[src/rtl/step_sequencer.sv]
// Purpose : instruction step sequencer; run/halt/step/drain FSM driving rIR_data,
//           the step counter and a retired-instruction counter.
// Latency : running follows run one cycle later; the first counter/rIR update
//           lands on the edge after running rises.
// Backpressure: none; halt_req drains the current instruction, step_mode pauses
//           after each retirement, a counter overrun locks up until reset.
// Ports:
//   clk, resetn            clock, asynchronous active-low reset
//   run, halt_req          start/resume and stop-after-current requests
//   step_mode              pause after every retired instruction
//   data_in                opcode byte from memory
//   rIR_enable             decoder: load rIR_data from data_in
//   counter_clear          decoder: return step counter to 0
//   done                   decoder: instruction retires this cycle
//   rIR_data, counter      instruction register and step counter to decoder
//   running                1 in RUN or DRAIN (registered)
//   instr_count            retired-instruction count (wraps)
//   err                    step-counter overrun flag
module step_sequencer (
  input  logic        clk,
  input  logic        resetn,
  input  logic        run,
  input  logic        halt_req,
  input  logic        step_mode,
  input  logic [7:0]  data_in,
  input  logic        rIR_enable,
  input  logic        counter_clear,
  input  logic        done,
  output logic [7:0]  rIR_data,
  output logic [3:0]  counter,
  output logic        running,
  output logic [15:0] instr_count,
  output logic        err
);

  typedef enum logic [2:0] {
    IDLE  = 3'd0,
    RUN   = 3'd1,
    PAUSE = 3'd2,
    DRAIN = 3'd3,
    ERROR = 3'd4
  } seqState_t;

  seqState_t state;
  seqState_t nextState;
  logic      active;
  logic      overrun;

  // Datapath updates are only honoured while an instruction is executing.
  assign active  = (state == RUN) || (state == DRAIN);
  // Retirement wins over overrun: a done at 4'hF is a legal last step.
  assign overrun = active && (counter == 4'hF) && !counter_clear && !done;

  always_comb begin
    nextState = state;
    case (state)
      IDLE:  if (run) nextState = RUN;
      RUN: begin
        if (overrun)                  nextState = ERROR;
        else if (done && halt_req)    nextState = IDLE;
        else if (done && step_mode)   nextState = PAUSE;
        else if (!done && halt_req)   nextState = DRAIN;
      end
      // halt is already latched by being here; only retirement matters.
      DRAIN: begin
        if (overrun)                  nextState = ERROR;
        else if (done)                nextState = IDLE;
      end
      PAUSE: begin
        if (halt_req)                 nextState = IDLE;
        else if (run)                 nextState = RUN;
      end
      ERROR:                          nextState = ERROR;
      default:                        nextState = IDLE;
    endcase
  end

  always_ff @(posedge clk or negedge resetn) begin
    if (!resetn) begin
      state       <= IDLE;
      rIR_data    <= 8'h00;
      counter     <= 4'h0;
      instr_count <= 16'h0000;
      err         <= 1'b0;
      running     <= 1'b0;
    end else begin
      state   <= nextState;
      // Registered decode of the state being entered.
      running <= (nextState == RUN) || (nextState == DRAIN);
      if (active) begin
        if (rIR_enable) rIR_data <= data_in;
        if (done)       instr_count <= instr_count + 16'd1;
        if (overrun) begin
          err     <= 1'b1;
          counter <= 4'hF;
        end else if (counter_clear) begin
          counter <= 4'h0;
        end else begin
          counter <= counter + 4'd1;
        end
      end
    end
  end

endmodule
[config.mk]
export PLATFORM = sky130hd
export DESIGN_NAME = step_sequencer
export DESIGN_NICKNAME = d
export VERILOG_FILES = /design/src/rtl/step_sequencer.sv
export SDC_FILE = /design/constraint.sdc
export NUM_CORES = 1
export LEC_CHECK = 0
export BUFFER_PORTS_ARGS = -buffer_cell sky130_fd_sc_hd__buf_2
export CAP_MARGIN = 20
export CORE_UTILIZATION = 37
export CTS_BUF_LIST = sky130_fd_sc_hd__clkbuf_16
export DETAILED_ROUTE_END_ITERATION = 8
export SYNTH_ARGS = -nofsm -noshare
export SYNTH_HDL_FRONTEND = slang
export SYNTH_SLANG_ARGS = --single-unit
[constraint.sdc]
create_clock -name clk -period 1.85 [get_ports clk]
set_input_delay 0.185 -clock clk [delete_from_list [all_inputs] [get_ports clk]]
set_output_delay 0.185 -clock clk [all_outputs]
set_load 0.02 [all_outputs]
==> results.md <==
* Xor/xnor share of the synthesized area at 8.685%
* Slew Limit Fails at 0
* Startpoint Class: flop
* Syn_area_per_cell at approximately 12 um^2
* Detailed-route wire length per cell at 13.40 um
* Post-CTS Repair Setup Buffers at 0
* Post-Synth Adder-Cell Area at under 10%
* Total congestion overflow at 0
* Hpwl dp at 2.247 mm
* Crit path max fanout at 8
* Max VDD drop at 0.6115 mV
* Min Tclk post-route at 1.566 ns
* Final Hold Violating Endpoints at 0
* Combinational family with the most area after synthesis: simple AND/OR/NAND/NOR gates
* Hold crit path type: in2reg
* Simple-Gate Fraction of Synth Area at between 10% and 20%
* Worst-Margin Slew at 0.7186 ns
* Mapped Nets at 146
* Die area at roughly 4300 um^2
* Fill count at 370
* CTS root buf: clkbuf_16
* DRC at 0
* P per Cell Area at 1294 nW/um^2
* Pin count of the biggest net entering global routing at 34
* #FFs+latches synth at 33
* Clk slew on worst S/H paths at roughly 0.05 ns
* First-pass DRT Iterations at 4
* Final setup viols at 0
* Die height at 65.94 um
* Critical Path Sink Type: flop
* Mapped Area at 1513 um^2
* Critical path class: reg2reg
* Max Clock Skew at 0.006102 ns
* H-tree levels at 2
* Complex-gate fraction of the synthesized area at 7.196%
* Mux contribution to synthesized area at 6.700%
* Total track usage at between 15 and 20%
* Initial antenna violation count at 0
* DR vias/cell at 5.026
* CTS tree: yes
* Crit path cell chain: nand2b_1, nor3_2, o21ai_1, a22o_1
* Routed Antenna Nets at 0
* Vias in the first global route at 1094
* DRT iter0 DRCs at 59
* Run status: finished, final reports clean
* Yosys warns at 0
* Die width at between 60 and 70 um
* Nets at roughly 200
* Layout area overhead at 27.96%
* RSZ-0062 raised after global routing: false
* IO buf count at 45
* Row Count at 22
* Clk_lat worst skew at 0.27 ns
* Distinct cells, synth at 38
* CP max stage cell: dfrtp_1
* WL final at 3.055 mm
* Tcrit/Tclk final at 84.66%
* Maximum root-to-sink buffer count at 2
* Worst hold slack at around 0.13 ns
* Final Core Density at 50.96%
* Gates resized, CTS repair at 0
* Fin Setup TNS at 0 ns
* Share of cells above drive strength 1 at 35.00%
* # Max-Cap Violations at 0
* # diodes at 0
* Max Clk Rate at approximately 640 MHz
* Post-Syn Instances at 128
* Global-route wire length before repair at 4.926 mm
* Vias at approximately 1100
* Delay-heaviest family, CP: simple AND/OR/NAND/NOR gates
* Pleak at 0.9675 nW
* WP data required at ~2.0 ns
* Routability cong. at 0.7821
* I/O Pins at 46
* Initial Util at roughly 40%
* Relative slew slack at 52.09%
* CTS buffer count at 5
* Power, Total at 2.504 mW
* CP max stage delay at roughly 0.43 ns
* CP arrival at 1.72 ns
* CP bufs+invs at 0
* Core area at about 3800 um^2
* CTS Sinks at 33
* Register area share after synthesis at 54.59%
* Cts hold-fix bufs at 1
report_power, final:
group	internal, mW	switching [mW]	leakage (nW)
Sequential	0.885	0.165	0.421
Clock	0.485	0.272	0.0687
Combinational	0.268	0.430	0.477
Total	1.64	0.866	0.967
metrics by stage:
step           setup slack, ns  area (um^2)  cells
6_report                0.2839         1936    228
5_1_grt                 0.1741         1936    228
4_1_cts                 0.2710         1936    228
3_5_place_dp            0.2704         1788    219
3_3_place_gp            0.3315         1788    219
2_1_floorplan           0.2845         1513    128
synthesized netlist by cell type, drive strengths merged:
cell type  count  area, um^2
or3            1       11.26
xor2           5       43.79
nand2b         2       12.51
dfrtp         33       825.8
nand4b         1       15.01
a21oi          3       15.01
and3           2       12.51
nor3           3       31.28
a41oi          1       8.760
nand2         12       47.55
nor2b          2       12.51
ha             2       25.02
nor2           8       35.03
nand3b         2       18.77
a211oi         1       7.510
a31oi          1       6.260
a21o           1       7.510
o21ai          6       30.03
o31ai          1       7.510
a22o           3       26.28
or2            1       6.260
nand3          4       20.02
nand4          3       18.77
inv            4       15.01
nor4           4       46.29
mux2           9       101.4
buf            3       17.52
xnor2         10       87.58
area by class of cell:
| cell class | instances | area [um^2] | area share, % |
|---|---|---|---|
| Tap cell | 48 | 60.06 | 3.103 |
| Multi-Input combinational cell | 88 | 654.4 | 33.81 |
| Inverter | 4 | 15.01 | 0.7757 |
| Clock inverter | 3 | 12.51 | 0.6464 |
| Timing Repair Buffer | 47 | 242.7 | 12.54 |
| Clock buffer | 5 | 125.1 | 6.464 |
| Sequential cell | 33 | 825.8 | 42.66 |
metal layers:
| layer | routed length (um) | GRT usage (%) | up-vias |
|---|---|---|---|
| li1 | - | - | 551 |
| met1 | 1387 | 18.44 | 553 |
| met2 | 1450 | 25.00 | 40 |
| met3 | 195 | 6.379 | 2 |
| met4 | 21 | 7.979 | 0 |
| met5 | 0 | 0 | - |
cell families after synthesis:
logic type,count (synthesis)
xor+xnor,15
flops,33
mux,9
compound gates,17
simple gates,45
buf+inv,7
fa+ha+maj,2
cells in the final DEF (no fill, tap or decap), types with 3 or more instances in the layout:
cell	instances
xnor2_1	10
mux2_1	8
nand2_1	11
dfrtp_1	33
xor2_1	5
clkbuf_16	5
a21oi_1	3
inv_1	4
nand4_1	3
o21ai_1	4
a22o_1	3
nor2_1	6
buf_2	45
nand3_1	4
worst paths after layout:
check	startpoint	end	slack (ns)	cells after the start
min	data_in[1]	rIR_data[1]	0.13	2
max in group asynchronous	resetn	instr_count[7]	0.88	2
min reg2reg	err	err	0.46	1
min in group asynchronous	resetn	err	0.50	2
max reg2reg	state[2]	running	0.28	4
max	state[2]	running	0.28	4
sequential cells by signal (all words and copies together) (netlist names):
register and cells:
instr_count 16, state 3, counter 4, err 1, rIR_data 8, running 1
(Power assumes the default switching activity.)
